<file path="src/rtl/half_pkg.sv">
// Purpose: shared half-precision types, constants and ordering helpers.
// Latency: pure combinational functions, no state.
// Backpressure: n/a (no handshakes).
package half_pkg;

  typedef logic [15:0] half_t;

  localparam logic [4:0] HALF_EXP_MAX  = 5'd31;
  localparam half_t      HALF_POS_ZERO = 16'h0000;
  localparam half_t      HALF_NEG_ZERO = 16'h8000;

  typedef enum logic [2:0] {
    ST_IDLE,
    ST_START,
    ST_WAIT,
    ST_SCAN,
    ST_REPORT
  } drv_state_t;

  function automatic logic half_is_nan(input half_t h);
    return (h[14:10] == HALF_EXP_MAX) && (h[9:0] != 10'd0);
  endfunction

  // Monotonic unsigned key: negatives are bit-inverted, positives get the
  // top bit set, so a plain unsigned compare orders the values. -0 is mapped
  // onto the key of +0 so the two compare equal. NaN is handled by callers.
  function automatic half_t half_order_key(input half_t h);
    if (h == HALF_NEG_ZERO) begin
      return HALF_POS_ZERO | 16'h8000;
    end else if (h[15]) begin
      return ~h;
    end else begin
      return h | 16'h8000;
    end
  endfunction

endpackage

</file>
<file path="src/rtl/half_gt.sv">
// Purpose: strict greater-than for two half-precision values (NaN lowest, -0 == +0).
// Latency: combinational.
// Backpressure: n/a.
// Ports: a, b - operands; gt - 1 when a > b under the ordering above.
module half_gt
  import half_pkg::*;
(
  input  logic [15:0] a,
  input  logic [15:0] b,
  output logic        gt
);

  // A NaN never beats anything; any non-NaN beats a NaN.
  assign gt = !half_is_nan(a) &&
              (half_is_nan(b) || (half_order_key(a) > half_order_key(b)));

endmodule

</file>
<file path="src/rtl/half_predict_driver.sv">
// Purpose: drives one start/done inference run per request and reports the argmax class.
// Latency: result strobe N+1 cycles after the done edge, or TIMEOUT_CYCLES cycles after entering WAIT.
// Backpressure: req_ready is high only in IDLE; results are a strobe with no downstream stall.
// Ports: clk/rst (sync active-high); req_valid/req_ready/req_label request handshake;
//        cnt_clear clears counters; pred_start/pred_done/pred_y core interface;
//        res_valid/res_class/res_max/res_correct/res_timeout result; total_count/correct_count.
module half_predict_driver
  import half_pkg::*;
#(
  parameter int OUTPUT_NODES   = 10,
  parameter int IDX_W          = $clog2(OUTPUT_NODES),
  parameter int TIMEOUT_CYCLES = 65536
) (
  input  logic                       clk,
  input  logic                       rst,
  input  logic                       req_valid,
  output logic                       req_ready,
  input  logic [IDX_W-1:0]           req_label,
  input  logic                       cnt_clear,
  output logic                       pred_start,
  input  logic                       pred_done,
  input  logic [16*OUTPUT_NODES-1:0] pred_y,
  output logic                       res_valid,
  output logic [IDX_W-1:0]           res_class,
  output logic [15:0]                res_max,
  output logic                       res_correct,
  output logic                       res_timeout,
  output logic [31:0]                total_count,
  output logic [31:0]                correct_count
);

  localparam int                 TMR_W    = $clog2(TIMEOUT_CYCLES);
  localparam logic [TMR_W-1:0]   TMR_LAST = TMR_W'(TIMEOUT_CYCLES - 1);
  localparam logic [IDX_W-1:0]   IDX_LAST = IDX_W'(OUTPUT_NODES - 1);
  localparam logic [31:0]        CNT_MAX  = 32'hFFFF_FFFF;

  drv_state_t        state, state_nxt;
  logic              done_d;
  logic              done_edge;
  logic [IDX_W-1:0]  label_q;
  logic [TMR_W-1:0]  timer;
  logic [IDX_W-1:0]  idx;
  logic [IDX_W-1:0]  best_idx;
  half_t             best_val;
  half_t             snap [OUTPUT_NODES];
  half_t             cur_val;
  logic              cur_gt;
  logic              take_cur;
  logic [IDX_W-1:0]  fin_idx;
  half_t             fin_val;

  assign done_edge = pred_done & ~done_d;

  // Scan datapath: element 0 always seeds the running best, later ones must
  // be strictly greater so ties stay on the lowest index.
  assign cur_val  = snap[idx];
  assign take_cur = (idx == '0) || cur_gt;
  assign fin_idx  = take_cur ? idx : best_idx;
  assign fin_val  = take_cur ? cur_val : best_val;

  half_gt u_gt (
    .a  (cur_val),
    .b  (best_val),
    .gt (cur_gt)
  );

  always_comb begin
    state_nxt  = state;
    req_ready  = 1'b0;
    pred_start = 1'b0;
    res_valid  = 1'b0;
    case (state)
      ST_IDLE: begin
        req_ready = 1'b1;
        if (req_valid) state_nxt = ST_START;
      end
      ST_START: begin
        pred_start = 1'b1;
        state_nxt  = ST_WAIT;
      end
      ST_WAIT: begin
        // The done edge is checked first so it wins over a same-cycle timeout.
        if (done_edge)              state_nxt = ST_SCAN;
        else if (timer == TMR_LAST) state_nxt = ST_REPORT;
      end
      ST_SCAN: begin
        if (idx == IDX_LAST) state_nxt = ST_REPORT;
      end
      ST_REPORT: begin
        res_valid = 1'b1;
        state_nxt = ST_IDLE;
      end
      default: state_nxt = ST_IDLE;
    endcase
  end

  always_ff @(posedge clk) begin
    if (rst) begin
      state       <= ST_IDLE;
      done_d      <= 1'b0;
      label_q     <= '0;
      timer       <= '0;
      idx         <= '0;
      best_idx    <= '0;
      best_val    <= '0;
      res_class   <= '0;
      res_max     <= '0;
      res_correct <= 1'b0;
      res_timeout <= 1'b0;
      for (int i = 0; i < OUTPUT_NODES; i++) snap[i] <= '0;
    end else begin
      state  <= state_nxt;
      done_d <= pred_done;
      case (state)
        ST_IDLE: begin
          if (req_valid) label_q <= req_label;
        end
        ST_START: begin
          timer <= '0;
        end
        ST_WAIT: begin
          if (done_edge) begin
            for (int i = 0; i < OUTPUT_NODES; i++) snap[i] <= pred_y[16*i +: 16];
            idx <= '0;
          end else begin
            timer <= timer + 1'b1;
            if (timer == TMR_LAST) begin
              res_class   <= '0;
              res_max     <= '0;
              res_correct <= 1'b0;
              res_timeout <= 1'b1;
            end
          end
        end
        ST_SCAN: begin
          idx <= idx + 1'b1;
          if (take_cur) begin
            best_idx <= idx;
            best_val <= cur_val;
          end
          // Result registers load on the last element so they are valid
          // throughout the REPORT cycle.
          if (idx == IDX_LAST) begin
            res_class   <= fin_idx;
            res_max     <= fin_val;
            res_correct <= (fin_idx == label_q);
            res_timeout <= 1'b0;
          end
        end
        default: ;
      endcase
    end
  end

  // Counters saturate; a clear in the same cycle as a report drops that report.
  always_ff @(posedge clk) begin
    if (rst || cnt_clear) begin
      total_count   <= '0;
      correct_count <= '0;
    end else if (state == ST_REPORT) begin
      if (total_count != CNT_MAX) total_count <= total_count + 32'd1;
      if (res_correct && (correct_count != CNT_MAX)) correct_count <= correct_count + 32'd1;
    end
  end

endmodule

</file>
<file path="config.mk">
export PLATFORM = sky130hd
export DESIGN_NAME = half_predict_driver
export DESIGN_NICKNAME = d
export VERILOG_FILES = /design/src/rtl/half_pkg.sv /design/src/rtl/half_gt.sv /design/src/rtl/half_predict_driver.sv
export SDC_FILE = /design/constraint.sdc
export NUM_CORES = 1
export LEC_CHECK = 0
export CAP_MARGIN = 30
export CORE_MARGIN = 2
export CORE_UTILIZATION = 50
export CTS_CLUSTER_DIAMETER = 100
export CTS_CLUSTER_SIZE = 12
export DETAILED_ROUTE_END_ITERATION = 7
export GPL_TIMING_DRIVEN = 1
export PLACE_DENSITY = 0.77
export SLEW_MARGIN = 20
export SYNTH_ARGS = -nofsm -noshare
export SYNTH_HDL_FRONTEND = slang
export SYNTH_SLANG_ARGS = --single-unit
</file>
<file path="constraint.sdc">
create_clock -name clk -period 12 [get_ports clk]
set_input_delay 1.2 -clock clk [delete_from_list [all_inputs] [get_ports clk]]
set_output_delay 1.2 -clock clk [all_outputs]
set_load 0.05 [all_outputs]
</file>
==> results.toml <==
[run_status]
run_status = "finished clean"

[synthesis]
synth_area_leader_cell = "edfxtp_1"
synthesis.yosys.warnings = 0
synth_ff_type = "edfxtp_1"
ys_top_cells_by_area = "edfxtp_1, dfxtp_1, and2_1, mux2i_1, nor2_1"
synthDominantCellAreaShare_pct = 33.8
mappedNetlistArea_um2 = 14200
netlist_top_cells_count = "and2_1, edfxtp_1, dfxtp_1, nor2_1, nand2_1"
synth-edff-count = 160
flop_and_latch_count_out_of_synthesis = 298
postSynthCellCount = 1319
postSynth.asyncResetShare_pct = 0
synthesis.nets = 1512
syn-mean-instance-area_um2 = 10.8
synth_most_common_cell = "and2_1"
synth.distinct_cells = 62
seq_area_frac_synth_pct = 53.2

[drt]
route.vias.total = 10500
drcViolationCount = 0
routed_wirelength_um = 34700
vias_per_cell = 5.38
initial_detailed_routing_violation_count = 864
average_detailed_routed_wire_length_per_instance_um = 17.8
drtAntennaViolNets = 0
dr.pass1.iters = 5

[global_routing]
grt_antenna_before_repair = 0
largest_net_degree_at_the_start_of_global_routing = 92
grtUsageTotal_pct = 22.9
grt_pass1_wl_um = 54900
gr-total-overflow = 0
grt_pass1_vias = 10300

[floorplanning]
dieWidth_um = 173
chipHeight_um = 173
core_area_um2 = 27900
std_cell_rows = 61
start_util_pct = 50.9
die_area_um2 = 29800
top_level_ports = 258

[setup_path]
path_depth = 20
cp-end-kind = "flip-flop"
required_ns = 12.46
start_kind = "flip-flop"
worst-endpoint-arrival_ns = 7.06
worst-r2r-cell-count = 20
cp_num_buf_inv = 3
worst-setup-path-type = "reg -> reg"
crit_fanout = 38
crit_family = "simple AND/OR/NAND/NOR gates"
slowest_delay_ns = 0.74
crit_top_cell = "mux2i_1"
crit_path_top_delay_cell = "nor3b_1"
crit_chain = "buf_4, buf_16, mux4_2, mux2i_1, mux2i_1, nor4_1, nor3b_2, nor3b_1, buf_4, nor2_1, ha_1, nor2b_1, o211ai_1, a21oi_1, o311ai_0, nand3_1, a221o_2, mux2i_1, or3_1, a21oi_1"

[power_and_ir_drop]
power.sequential.fraction_pct = 50.0
internal_power_w = 0.00175
static-leakage-power_nw = 6.40
vdd.ir_drop.worst_uv = 98.2
powerDensity_nw_per_um2 = 131
combPwrFrac_pct = 16.0
clk_network_pwr_share_pct = 34.1
power.switching_w = 0.000593
power.switching_fraction_pct = 25.3

[timing]
fin_ws_ns = 5.40
tightestPinTransition_ns = 0.903
timing.max_slew.rel_slack_pct = 39.7
timing.final.crit_period_ns = 6.60
layout_worst_path_cycle_share_pct = 55.0
worst_clock_skew_ns = 0.0238
hold_violations = 0
rsz_0062_raised_after_global_routing = "false"
report.final.setup_viol = 0
setup_tns_ns = 0
slew_violations = 0
max_freq_mhz = 152

[clocking]
cts.repair.resized = 0
clkTransAtPathRegs_ns = 0.07
cts-root-buf = "clkbuf_16"
tritoncts = "built"
number_of_buffers_added_to_fix_hold_violations_after_cts = 0
htree_num_levels = 1
cts_made_buffers = 28
cts_sink_cnt = 298
post-cts-setup-buffer-count = 0
cts_max_path_buffers = 3
insertion_delay_ns = 0.56

[place]
preCtsSetupSlack_ns = 5.46
dp_hpwl_um = 25700
numPortBuffers = 257
place.detailed.instances = 1900
globalplace.congestion = 0.855

[layout]
final_net_count = 1745
instances_no_fill = 1944
areaGrowthSynthToFinish_pct = 25.5
drive_above_1_share_pct = 6.83
fillCellCount = 2243
antenna_cells_inserted = 0

[flow_run]
drv.max_cap_violation_count = 0

[min_path]
holdPathStages = 2
hold_path.class = "reg -> reg"
==> worst paths after layout <==
kind	slack (ns)	endpoint	startpoint
worst max-delay path	5.40	res_max[11]	flip-flop
worst min register to register	0.45	res_max[12]	res_max[12]
worst max register to register	5.40	res_max[11]	flip-flop
worst min-delay path	0.45	res_max[12]	res_max[12]
==> state kept, by name (all words and copies together) (netlist names), 16 cells and up, named ones only <==
register       flops
timer             16
snap             160
res_max           16
total_count       32
best_val          16
correct_count     32
==> worst min-delay path: stages (launching register included) <==
cell and delay [ns]:
dfxtp_1 0.30, nand2_1 0.05, a21oi_1 0.05
==> metrics by stage <==
stage	power, W	hold WS [ns]	instance area [um2]	util, %
after floorplan	0.00144	0.454	14200	-
after global placement	0.00156	0.443	17000	60.9
after detailed placement	0.00156	0.445	17100	61.1
after CTS	0.00236	0.452	17900	63.9
after global routing	0.00243	0.464	17900	63.9
final	0.00234	0.449	17900	63.9
==> per-layer routing <==
metal  global-route usage [%]  wire length (um)  up-vias
met5                        0                 0        -
met4                     7.94              1200        0
met3                     4.38              2360       69
met2                     38.4             16300      357
met1                     29.7             14700     4916
li1                         -                 -     5109
==> power by group through the flow <==
stage	Combinational, W	Clock (W)	Sequential [W]
finish	0.000374	0.000798	0.00117
global route	0.000406	0.000852	0.00118
CTS	0.000375	0.000812	0.00117
detailed placement	0.000373	0	0.00119
global placement	0.000366	0	0.00119
floorplan	0.000248	0	0.00119
==> final cells by class <==
cell class                      count  area [um2]  area share [%]
Sequential cell                   298        7570            42.4
Multi-Input combinational cell    934        6250            35.0
Timing Repair Buffer              271        2710            15.2
Clock buffer                       43         767            4.30
Tap cell                          378         473            2.65
Inverter                           19        71.3           0.399
Clock inverter                      1        16.3          0.0911
==> cell families (layout without fill, tap and decap cells) <==
logic type      count (synthesis)  count (layout)  synth area share (%)
flops                         298             298                  53.2
buf+inv                        87             334                  3.08
xor+xnor                       91              91                  5.60
simple gates                  567             567                  20.7
compound gates                150             150                  7.04
fa+ha+maj                      24              24                  2.11
mux                           102             102                  8.27
==> cell usage in the layout (no fill, tap or decap), types with 4 or more instances in the layout <==
cell,n
a22o_1,11
nand3_1,44
mux2i_1,53
o21a_1,12
mux2_1,5
o31ai_2,5
xnor2_1,40
xor2_1,51
clkdlybuf4s50_1,256
or3_1,26
nand2b_1,11
nand4_1,22
nand2_1,103
nor2_1,126
and3_1,12
o21ai_0,20
edfxtp_1,160
and4_1,7
a211oi_1,5
mux2_2,35
clkbuf_16,28
dfxtp_1,137
mux4_2,8
and2_1,167
nor3_1,8
ha_1,24
a31oi_1,4
nor4_1,12
a21oi_1,46
clkbuf_1,14
a22oi_1,7
inv_1,19
or2_2,4
o31ai_1,8
nor2b_1,11
buf_4,12
o22ai_1,12
No activity file was read; power rests on OpenSTA's default activity.
==> RTL edit (same settings) <==
The parameter `TIMEOUT_CYCLES` goes from 65536 to 262144.
--- a/src/rtl/half_predict_driver.sv
+++ b/src/rtl/half_predict_driver.sv
@@ -9,7 +9,7 @@
 #(
   parameter int OUTPUT_NODES   = 10,
   parameter int IDX_W          = $clog2(OUTPUT_NODES),
-  parameter int TIMEOUT_CYCLES = 65536
+  parameter int TIMEOUT_CYCLES = 262144
 ) (
   input  logic                       clk,
   input  logic                       rst,
Function: no difference found for any inputs over 4 cycles, from zero or initial values and one cycle with rst high; that may be too few to reach the edited logic, so the function may still have changed.
==> RTL edit against the original RTL <==
  * Final cell count grew 0.21%
  * Sequential cell count grew 2
  * Non-clock buffer count grew 1
  * Worst setup slack gained 0.50 ns
  * Cell area grew 0.24%
  * Clock power shrank 0.9%
  * Synthesized area grew 0.13%
  * First-iteration DRC count shrank 15%
  * Die area grew 0.13%
  * Routed wire length shrank 2.4%
  * Power grew 1.8%
  * Global-route usage shrank 0.75 points
  * Largest cell class unchanged
==> RTL edit: results <==
outcome:
  status: "finished, final reports clean"
critical_path:
  cp_max_fo: 58
  arrival_ns: 6.56
global_routing:
  grt_first_pass_wirelength_um: 54100
  grt_max_degree: 94
  grt_use_total_pct: 22.1
  antenna_found_initial: 1
finish:
  syn2layout_area_growth_pct: 25.7
  n_all_inverters: 15
  fin_nets: 1748
  buf_share_pct: 15.2
  largestRegisters: "snap: 160 flops, correct_count: 32 flops, total_count: 32 flops"
  drive_above_1_share_pct: 6.88
  seq-cell-share_pct: 42.5
  num-fill-cells: 2216
  nMultiInputCombCells: 938
  nClkBuffers: 43
  nNonClkBuffers: 272
  multi_input_area_mm2: 0.00626
  clk_share_pct: 4.32
  insertedDiodeCount: 1
synth:
  netlist_top_cells_area: "edfxtp_1 34%, dfxtp_1 20%, and2_1 7.3%"
  ys_seq_area_share_pct: 53.4
  synth.top_cells.by_count: "166 x and2_1, 160 x edfxtp_1, 140 x dfxtp_1"
  synthFlopType: "edfxtp_1"
  yosysWarnings: 0
  synth.avg_cell_area_um2: 10.8
  ys_async_sr_fraction_pct: 0
  synthCells: 1323
  ys_types: 69
  synth_nets: 1516
routing:
  wl_um: 33800
  firstDrtPassIters: 5
  vias: 10397
  wl_per_cell_um: 17.4
  first_iter_violations: 733
placement:
  dp_hpwl_um: 24100
  place.gp.congestion: 0.882
  post_dp_cell_area_mm2: 0.0171
  place_ws_ns: 5.98
clocking:
  clock_path_buffers: 3
  clk-insertion-delay-late_ns: 0.55
  post-cts-setup-buffer-count: 0
  root_buffer: "clkbuf_16"
  post_cts_resized: 0
  htree_num_levels: 1
  cts_buffers: 28
  cts_num_sinks: 300
power_and_ir_drop:
  power_switching_mw: 0.610
  p_leak_nw: 6.31
  combPwrFrac_pct: 17.0
  powerSeq_mw: 1.19
  p_per_area_mw_per_mm2: 133
  irDropWorstVdd_v: 0.000119
timing:
  finClkSkew_ns: 0.0152
  worst_slew_pin_slew_ns: 0.986
worst_hold_path:
  hold_class: "flip-flop to flip-flop"
[RTL edit: changes by cell type after synthesis, moves of 9 or more]
| cell | delta |
|---|---|
| or3_1 | -18 |
| nand2_1 | -9 |
| nand2b_1 | +9 |
| o21a_1 | -12 |
| nand3b_1 | +15 |
| xor2_1 | +19 |
| o211ai_1 | +10 |
| mux2i_1 | -15 |
[RTL edit: kinds of logic (layout without fill, tap and decap cells)]
kind of cell | Yosys count | after routing | synth area share (%)
buffers and inverters | 85 | 331 | 2.77
AND/OR/NAND/NOR | 572 | 572 | 21.3
flip-flops | 300 | 300 | 53.4
adder cells (fa/ha/maj) | 24 | 24 | 2.11
AO/OA/AOI/OAI | 150 | 150 | 6.95
XOR/XNOR | 102 | 102 | 6.27
other | 0 | 1 | 0
multiplexers | 90 | 90 | 7.14
[RTL edit: final timing paths]
path,slack (ns),to,cells after the start,startpoint
max,5.90,res_correct,19,flip-flop
min reg2reg,0.46,best_idx[1],2,best_idx[1]
max reg2reg,5.90,res_correct,19,flip-flop
min,0.46,best_idx[1],2,best_idx[1]
[RTL edit: per-layer routing]
metal	track usage (%)	vias to the layer above	wire length (µm)
met2	36.7	319	15800
met5	0	-	0
li1	-	5101	-
met1	30.3	4930	15500
met4	5.83	0	823
met3	3.56	47	1770
[RTL edit: worst max-delay path, stage by stage (launching register included)]
cell,delay (ns)
dfxtp_2,0.31
buf_4,0.62
mux2_2,0.41
o22ai_1,0.25
o31ai_1,0.22
or4_1,0.57
nor4b_4,0.29
and3_1,0.57
nor2_1,0.11
ha_1,0.35
a21oi_1,0.15
nand2_1,0.06
a211o_1,0.29
a32oi_1,0.23
nand2_1,0.13
a221oi_2,0.27
buf_4,0.37
mux2_2,0.41
xor2_1,0.16
o31ai_2,0.17
